===== config.mk =====
export PLATFORM = sky130hd
export DESIGN_NAME = dffn_pipe_rs
export DESIGN_NICKNAME = d
export VERILOG_FILES = /design/src/rtl/gf180mcu_pipe_pkg.sv /design/src/rtl/dffn_pipe_stage.sv /design/src/rtl/dffn_pipe_rs.sv
export SDC_FILE = /design/constraint.sdc
export NUM_CORES = 1
export LEC_CHECK = 0
export CAP_MARGIN = 20
export CORE_MARGIN = 3
export CORE_UTILIZATION = 49
export DETAILED_ROUTE_END_ITERATION = 6
export GPL_ROUTABILITY_DRIVEN = 0
export GPL_TIMING_DRIVEN = 0
export PLACE_DENSITY = 0.82
export REMOVE_ABC_BUFFERS = 1
export SYNTH_ARGS = -nofsm -noshare
export SYNTH_HDL_FRONTEND = slang
export SYNTH_SLANG_ARGS = --single-unit

===== constraint.sdc =====
create_clock -name CLKN -period 1.4 [get_ports CLKN]
set_clock_uncertainty 0.2 [all_clocks]
set_input_delay 0.14 -clock CLKN [delete_from_list [all_inputs] [get_ports CLKN]]
set_output_delay 0.14 -clock CLKN [all_outputs]
set_load 0.005 [all_outputs]

===== src/rtl/gf180mcu_pipe_pkg.sv =====
// Shared definitions for the negative-edge pipeline cells: the per-edge mode
// encoding, a constant log2 helper and an elaboration-time parameter range check.
`ifndef GF180MCU_PIPE_PKG_SV
`define GF180MCU_PIPE_PKG_SV

`define PIPE_RANGE_CHECK(VAL, LO, HI) \
    if (((VAL) < (LO)) || ((VAL) > (HI))) begin \
        $error("dffn_pipe parameter out of range"); \
    end

package gf180mcu_pipe_pkg;

    // The encoding order mirrors priority: a higher code wins at the edge.
    typedef enum logic [1:0] {
        MODE_HOLD  = 2'd0,
        MODE_SHIFT = 2'd1,
        MODE_SCAN  = 2'd2,
        MODE_SET   = 2'd3
    } mode_e;

    function automatic int clog2(input int value);
        int r;
        r = 0;
        while ((1 << r) < value) begin
            r++;
        end
        return r;
    endfunction

endpackage

`endif


===== src/rtl/dffn_pipe_stage.sv =====
// One WIDTH-bit falling-edge stage: async reset, sync set, parallel load from
// the previous stage, or a one-bit shift when stitched into the scan chain.
module dffn_pipe_stage
    import gf180mcu_pipe_pkg::*;
#(
    parameter int               WIDTH     = 4,
    parameter logic [WIDTH-1:0] RESET_VAL = '0,
    parameter logic [WIDTH-1:0] SET_VAL   = '1
) (
    input  logic             i_clkn,
    input  logic             i_rst,
    input  mode_e            i_mode,
    input  logic [WIDTH-1:0] i_d,
    input  logic             i_si,
    output logic [WIDTH-1:0] o_q
);

    logic [WIDTH-1:0] r_q;
    logic [WIDTH-1:0] w_scan;

    // Dropping the top bit of {r_q, i_si} is a left shift that also works for WIDTH=1.
    assign w_scan = WIDTH'({r_q, i_si});

    always_ff @(negedge i_clkn or posedge i_rst) begin
        if (i_rst) begin
            r_q <= RESET_VAL;
        end else begin
            case (i_mode)
                MODE_SET:   r_q <= SET_VAL;
                MODE_SCAN:  r_q <= w_scan;
                MODE_SHIFT: r_q <= i_d;
                default:    r_q <= r_q;
            endcase
        end
    end

    assign o_q = r_q;

endmodule


===== src/rtl/dffn_pipe_rs.sv =====
// DEPTH-stage falling-edge register pipeline with enable, sync set, serial scan
// and a saturating fill counter that flags when DEPTH valid entries are held.
module dffn_pipe_rs
    import gf180mcu_pipe_pkg::*;
#(
    parameter int               WIDTH     = 4,
    parameter int               DEPTH     = 3,
    parameter logic [WIDTH-1:0] RESET_VAL = '0,
    parameter logic [WIDTH-1:0] SET_VAL   = '1
) (
    input  logic             CLKN,
    input  logic             R,
    input  logic             E,
    input  logic             SET,
    input  logic             SE,
    input  logic             SI,
    input  logic [WIDTH-1:0] D,
    output logic [WIDTH-1:0] Q,
    output logic             QV,
    output logic             SO
);

    localparam int           CW   = clog2(DEPTH + 1);
    localparam logic [CW-1:0] FULL = CW'(DEPTH);
    localparam logic [CW-1:0] LAST = CW'(DEPTH - 1);

    `PIPE_RANGE_CHECK(WIDTH, 1, 32)
    `PIPE_RANGE_CHECK(DEPTH, 1, 16)

    mode_e            w_mode;
    logic [WIDTH-1:0] w_stage_q [DEPTH];
    logic [CW-1:0]    r_fill;
    logic             r_qv;

    always_comb begin
        w_mode = MODE_HOLD;
        if (SET) begin
            w_mode = MODE_SET;
        end else if (SE) begin
            w_mode = MODE_SCAN;
        end else if (E) begin
            w_mode = MODE_SHIFT;
        end
    end

    // Stage 0 is the chain LSB end: it takes D in shift mode and SI in scan mode.
    for (genvar k = 0; k < DEPTH; k++) begin : g_stage
        if (k == 0) begin : g_head
            dffn_pipe_stage #(
                .WIDTH    (WIDTH),
                .RESET_VAL(RESET_VAL),
                .SET_VAL  (SET_VAL)
            ) u_stage (
                .i_clkn(CLKN),
                .i_rst (R),
                .i_mode(w_mode),
                .i_d   (D),
                .i_si  (SI),
                .o_q   (w_stage_q[0])
            );
        end else begin : g_body
            dffn_pipe_stage #(
                .WIDTH    (WIDTH),
                .RESET_VAL(RESET_VAL),
                .SET_VAL  (SET_VAL)
            ) u_stage (
                .i_clkn(CLKN),
                .i_rst (R),
                .i_mode(w_mode),
                .i_d   (w_stage_q[k-1]),
                .i_si  (w_stage_q[k-1][WIDTH-1]),
                .o_q   (w_stage_q[k])
            );
        end
    end

    // Scanned or set contents are not pipeline data, so both restart the fill count.
    always_ff @(negedge CLKN or posedge R) begin
        if (R) begin
            r_fill <= '0;
            r_qv   <= 1'b0;
        end else begin
            case (w_mode)
                MODE_SET, MODE_SCAN: begin
                    r_fill <= '0;
                    r_qv   <= 1'b0;
                end
                MODE_SHIFT: begin
                    if (r_fill != FULL) begin
                        r_fill <= r_fill + 1'b1;
                        r_qv   <= (r_fill == LAST);
                    end
                end
                default: begin
                    r_fill <= r_fill;
                    r_qv   <= r_qv;
                end
            endcase
        end
    end

    assign Q  = w_stage_q[DEPTH-1];
    assign QV = r_qv;
    assign SO = w_stage_q[DEPTH-1][WIDTH-1];

endmodule


==> results of run 1 <==
per-layer routing:
layer | vias up | track usage, % | routed length [µm]
met1 | 399 | 31.03 | 1106
li1 | 350 | - | -
met4 | 0 | 19.89 | 172
met3 | 23 | 3.831 | 149
met2 | 49 | 46.88 | 1418
met5 | - | 0 | 0
cells by family (layout without fill, tap and decap cells):
group                    count (synthesis)  count (layout)
AO/OA/AOI/OAI                           30              30
AND/OR/NAND/NOR                         20              21
flip-flops                              15              15
buffers and inverters                   11              40
adder cells (fa/ha/maj)                  5               5
multiplexers                             1               1
cells in the final DEF, fill, tap and decap left out, types with 2 or more instances in the layout:
cell and instances:
a21oi_1 3, a21oi_2 9, a22oi_2 13, buf_12 2, buf_2 6, buf_4 8, buf_6 7, buf_8 2
clkbuf_4 3, clkdlybuf4s50_1 6, dfrtn_1 15, ha_1 2, ha_4 3, inv_1 2, nand2b_4 2, nor2b_1 5
nor2b_2 6, nor2b_4 5
registers in the layout (all words and copies together), names as in the netlist:
name,cells
g_stage.g_body.u_stage.o_q,8
g_stage.g_head.u_stage.o_q,4
r_fill,2
QV,1
power by group through the flow:
stage               clock (mW)  combinational, mW  sequential [mW]
detailed placement           0              0.284            0.576
global route             0.281              0.507            0.599
global placement             0              0.266            0.572
CTS                      0.262              0.393            0.578
floorplan                    0              0.167            0.565
finish                   0.264              0.480            0.592
timing repair:
item                                    CTS  global route
buffers inserted                         11             4
cloned                                    2             0
endpoints found under the setup margin   36            21
gates resized for setup                  84            25
pin swaps                                26             7
path summary, 6_finish.rpt:
kind	cells past startpoint	startpoint	endpoint	slack, ns
max	1	g_stage[2].g_body.u_stage.o_q[3]	Q[3]	-0.52
min	2	r_fill[0]	r_fill[0]	0.36
max reg2reg	3	r_fill[1]	QV	-0.09
min reg2reg	2	r_fill[0]	r_fill[0]	0.36
max in group asynchronous	2	R	g_stage[1].g_body.u_stage.o_q[1]	0.19
min in group asynchronous	2	R	g_stage[0].g_head.u_stage.o_q[2]	0.55
final cells by class:
type,instances,area share [%]
Tap cell,16,1.443
Sequential cell,15,27.05
Multi-Input combinational cell,57,46.08
Inverter,5,1.984
Clock buffer,4,1.894
Timing Repair Buffer,31,21.55
==> reports/results.tsv, run 1 <==
metric	value	unit
crit_arrival	1.58	ns
synth_adder_area_share	7.519	%
areaGrowthSynthToFinish	66.77	%
yosysTopAreaCellShare	45.11	%
post-dp-hpwl	1.159	mm
antenna_left	0	
pwr-share-seq	44.3	%
port_buffers	15	
synth_edf_count	0	
synth_top_family_by_area	compound AO/OA/AOI/OAI gates	
async_flop_share	100.0	%
synth.area.top_cells	dfrtn_1, nor2b_1, a22oi_1	
stdcell_area	1388	µm²
p_sw	0.4555	mW
drtIter0Drc	25	
hold_buffers	0	
layoutNonFillerInstCount	128	
crit_family	flip-flops	
vias_per_cell	6.414	
synth_cell_type_count	19	
synth_cells	82	
postRouteWirelength	2.846	mm
swShare	34.09	%
grt_max_degree	16	
power.total	1.336	mW
core_area	1559	µm²
drive_gt1_share	66.96	%
dp_cells	107	
cts_buffers	3	
ys_top_cells_by_count	dfrtn_1, nor2b_1, a21oi_1, a22oi_1	
antenna_found_initial	0	
cts_tree	yes	
maxCapViolations	0	
clk-insertion-delay-late	0.29	ns
worst_ep_required_time	1.06	ns
multiInputGateArea	639.4	µm²
synth_ff_type	dfrtn_1	
setup.worst_path.class	flip-flop to output port	
ys_seq_area_share	45.11	%
tightest_slew	0.3494	ns
vias	821	
fin_ws	-0.5181	ns
synth-seq-cells	15	
crit_buf_inv	1	
first_global_vias	828	
yosys.area_share.simple	15.34	%
clock_path_buffers	2	
comb_power_share	36.0	%
clkTransAtPathRegs	0.07	ns
run_status	complete, but fails checks	
slowest_stage	dfrtn_1	
synth-compound-area-share	23.76	%
finalMaxSlewViolations	0	
fin_nets	128	
path_cells	buf_2	
n_fill_cell	67	
failed_checks	negative setup slack	
die_h	47.21	µm
setup_tns	-8.821	ns
power.internal	0.8807	mW
synth.avg_cell_area	10.15	µm²
dpl_cell_area	962.2	µm²
drtPass1Iterations	4	
ff_latch_area	375.4	µm²
grt_use_total	27.48	%
maxSlewHeadroom	76.66	%
core.rowCount	14	
cts.htree.levels	1	
die_w	47.21	µm
root_buffer	clkbuf_4	
setup_viol	21	
syn_area	832.0	µm²
timing.hold.ws	0.3557	ns
drcViolationCount	0	
synth.mux.area_fraction	1.203	%
p_per_area	963.0	nW/µm²
grt_overflow	0	
grt_setup_unrepaired	true	
p_leak	0.5245	nW
grt_first_pass_wirelength	4.029	mm
cp-start-kind	flip-flop	
start_util	53.37	%
cp_max_fo	3	
ios	16	
synthXorXnorAreaFrac	0	%
dp_worst_setup_slack	-1.631	ns
vdd_ir_drop_max	0.0007846	V
diodes	0	
finalHoldViolCount	0	
numClockSinks	15	
utilization	89.00	%
wire_per_inst	22.23	µm
yosys_warnings	0	
end_kind	output port	
synth_top_cell_by_area	dfrtn_1	
share_clk_of_total_power	19.8	%
cpPeakStageDelay	0.45	ns
die-area	2228	µm²
hold_path_class	flip-flop to flip-flop	
(Power assumes the default switching activity.)
==> run 2: changes to the inputs <==
Settings changed: GPL_TIMING_DRIVEN 0 to default.
==> reports/results.tsv, run 2 (synthesis gave the netlist of run 1 again) <==
metric	value	unit
run_status	complete, but fails checks	
failed_checks	negative setup slack	
postRouteWirelength	3.142	mm
final_common_cell	buf_4	
die_h	47.21	µm
grt.met1_usage	30.57	%
drcViolationCount	0	
hold_path_class	flip-flop to flip-flop	
grt_first_pass_wirelength	3.995	mm
tightest_slew	0.2727	ns
worst_ep_required_time	0.63	ns
antenna_found_initial	0	
path_cells	buf_8, buf_6, a21o_1, ha_4, buf_12, a22oi_2, a21oi_1	
finalHoldViolCount	0	
vias	845	
clk-insertion-delay-late	0.29	ns
finalMaxSlewViolations	0	
final_cell_mix	buf_4, dfrtn_1, a22oi_2, nor2b_1, a21oi_1	
die_w	47.21	µm
port_buffers	15	
drive_gt1_share	57.50	%
diodes	0	
core.rowCount	14	
root_buffer	clkbuf_4	
core_area	1559	µm²
dp_worst_setup_slack	-1.577	ns
p_leak	0.5854	nW
crit_buf_inv	3	
wire_per_inst	23.10	µm
clkTransAtPathRegs	0.06	ns
p_per_area	958.2	nW/µm²
vdd_ir_drop_max	0.0008352	V
cp-start-kind	input pin	
grt_overflow	0	
cts_tree	yes	
setup_viol	21	
power.total	1.394	mW
utilization	93.34	%
cts_buffers	3	
clock_path_buffers	2	
numClockSinks	15	
crit_arrival	1.25	ns
dpl_cell_area	1070	µm²
stdcell_area	1455	µm²
drtIter0Drc	22	
slowest_stage	ha_4	
crit_family	compound AO/OA/AOI/OAI gates	
vias_per_cell	6.213	
fin_nets	136	
die-area	2228	µm²
grt_use_total	26.00	%
cp_max_fo	5	
start_util	53.37	%
antenna_left	0	
maxCapViolations	0	
timing.hold.ws	0.3610	ns
first_global_vias	837	
drtPass1Iterations	5	
areaGrowthSynthToFinish	74.89	%
fin_ws	-0.6225	ns
setup.worst_path.class	input pin to flip-flop	
post-dp-hpwl	1.273	mm
maxSlewHeadroom	81.82	%
grt_max_degree	16	
end_kind	flip-flop	
cpPeakStageDelay	0.22	ns
largest_register_ffs	8	
cts.htree.levels	1	
ios	16	
grt_setup_unrepaired	true	
globalRouteMet2Util	46.07	%
busiest_layer	met2	
met3_usage	3.831	%
run 2: path summary, 6_finish.rpt:
path	cells after the start	slack, ns	startpoint	endpoint
worst max-delay path	7	-0.62	SET	g_stage[0].g_head.u_stage.o_q[3]
worst min-delay path	2	0.36	g_stage[1].g_body.u_stage.o_q[0]	g_stage[1].g_body.u_stage.o_q[0]
worst max register to register	3	-0.22	r_fill[1]	QV
worst min register to register	2	0.36	g_stage[1].g_body.u_stage.o_q[0]	g_stage[1].g_body.u_stage.o_q[0]
max in group asynchronous	3	0.27	R	g_stage[0].g_head.u_stage.o_q[3]
min in group asynchronous	3	0.58	R	g_stage[1].g_body.u_stage.o_q[2]
run 2: worst register-to-register path, delay by kind of cell, from the launching register on:
family	cells	cell delay, ns
compound gates	1	0.10
fa+ha+maj	1	0.35
flops	1	0.52
mux	1	0.29
run 2: layer usage:
metal  vias to the layer above  part of all wire, %  routed length, µm
met5                         -                    0                  0
met4                         0                  4.2                133
met3                        17                  4.6                143
met2                        41                   53               1652
met1                       421                   39               1212
li1                        366                    -                  -
run 2: repair_timing:
action	CTS	global route
endpoints found under the hold margin	0	0
cloned	3	0
hold buffers	0	0
buffers inserted	6	5
gates resized for setup	84	10
setup endpoints to repair	21	21
pin swaps	24	7
run 2: layout make-up:
type	instances	area [µm²]
Sequential cell	15	375.4
Clock buffer	4	26.28
Multi-Input combinational cell	57	604.3
Inverter	5	36.28
Timing Repair Buffer	39	392.9
Fill cell	36	103.9
Tap cell	16	20.02
run 2: stage by stage:
stage,setup TNS [ns],cells
floorplan,-11.91,76
global placement,-24.03,118
detailed placement,-25.49,118
CTS,-9.803,131
global route,-11.23,136
finish,-10.76,136
run 2: power breakdown:
group	leakage [nW]	switching (mW)	internal [mW]
Clock	0.0150	0.153	0.111
Sequential	0.168	0.0813	0.510
Combinational	0.402	0.242	0.296
Total	0.585	0.477	0.918
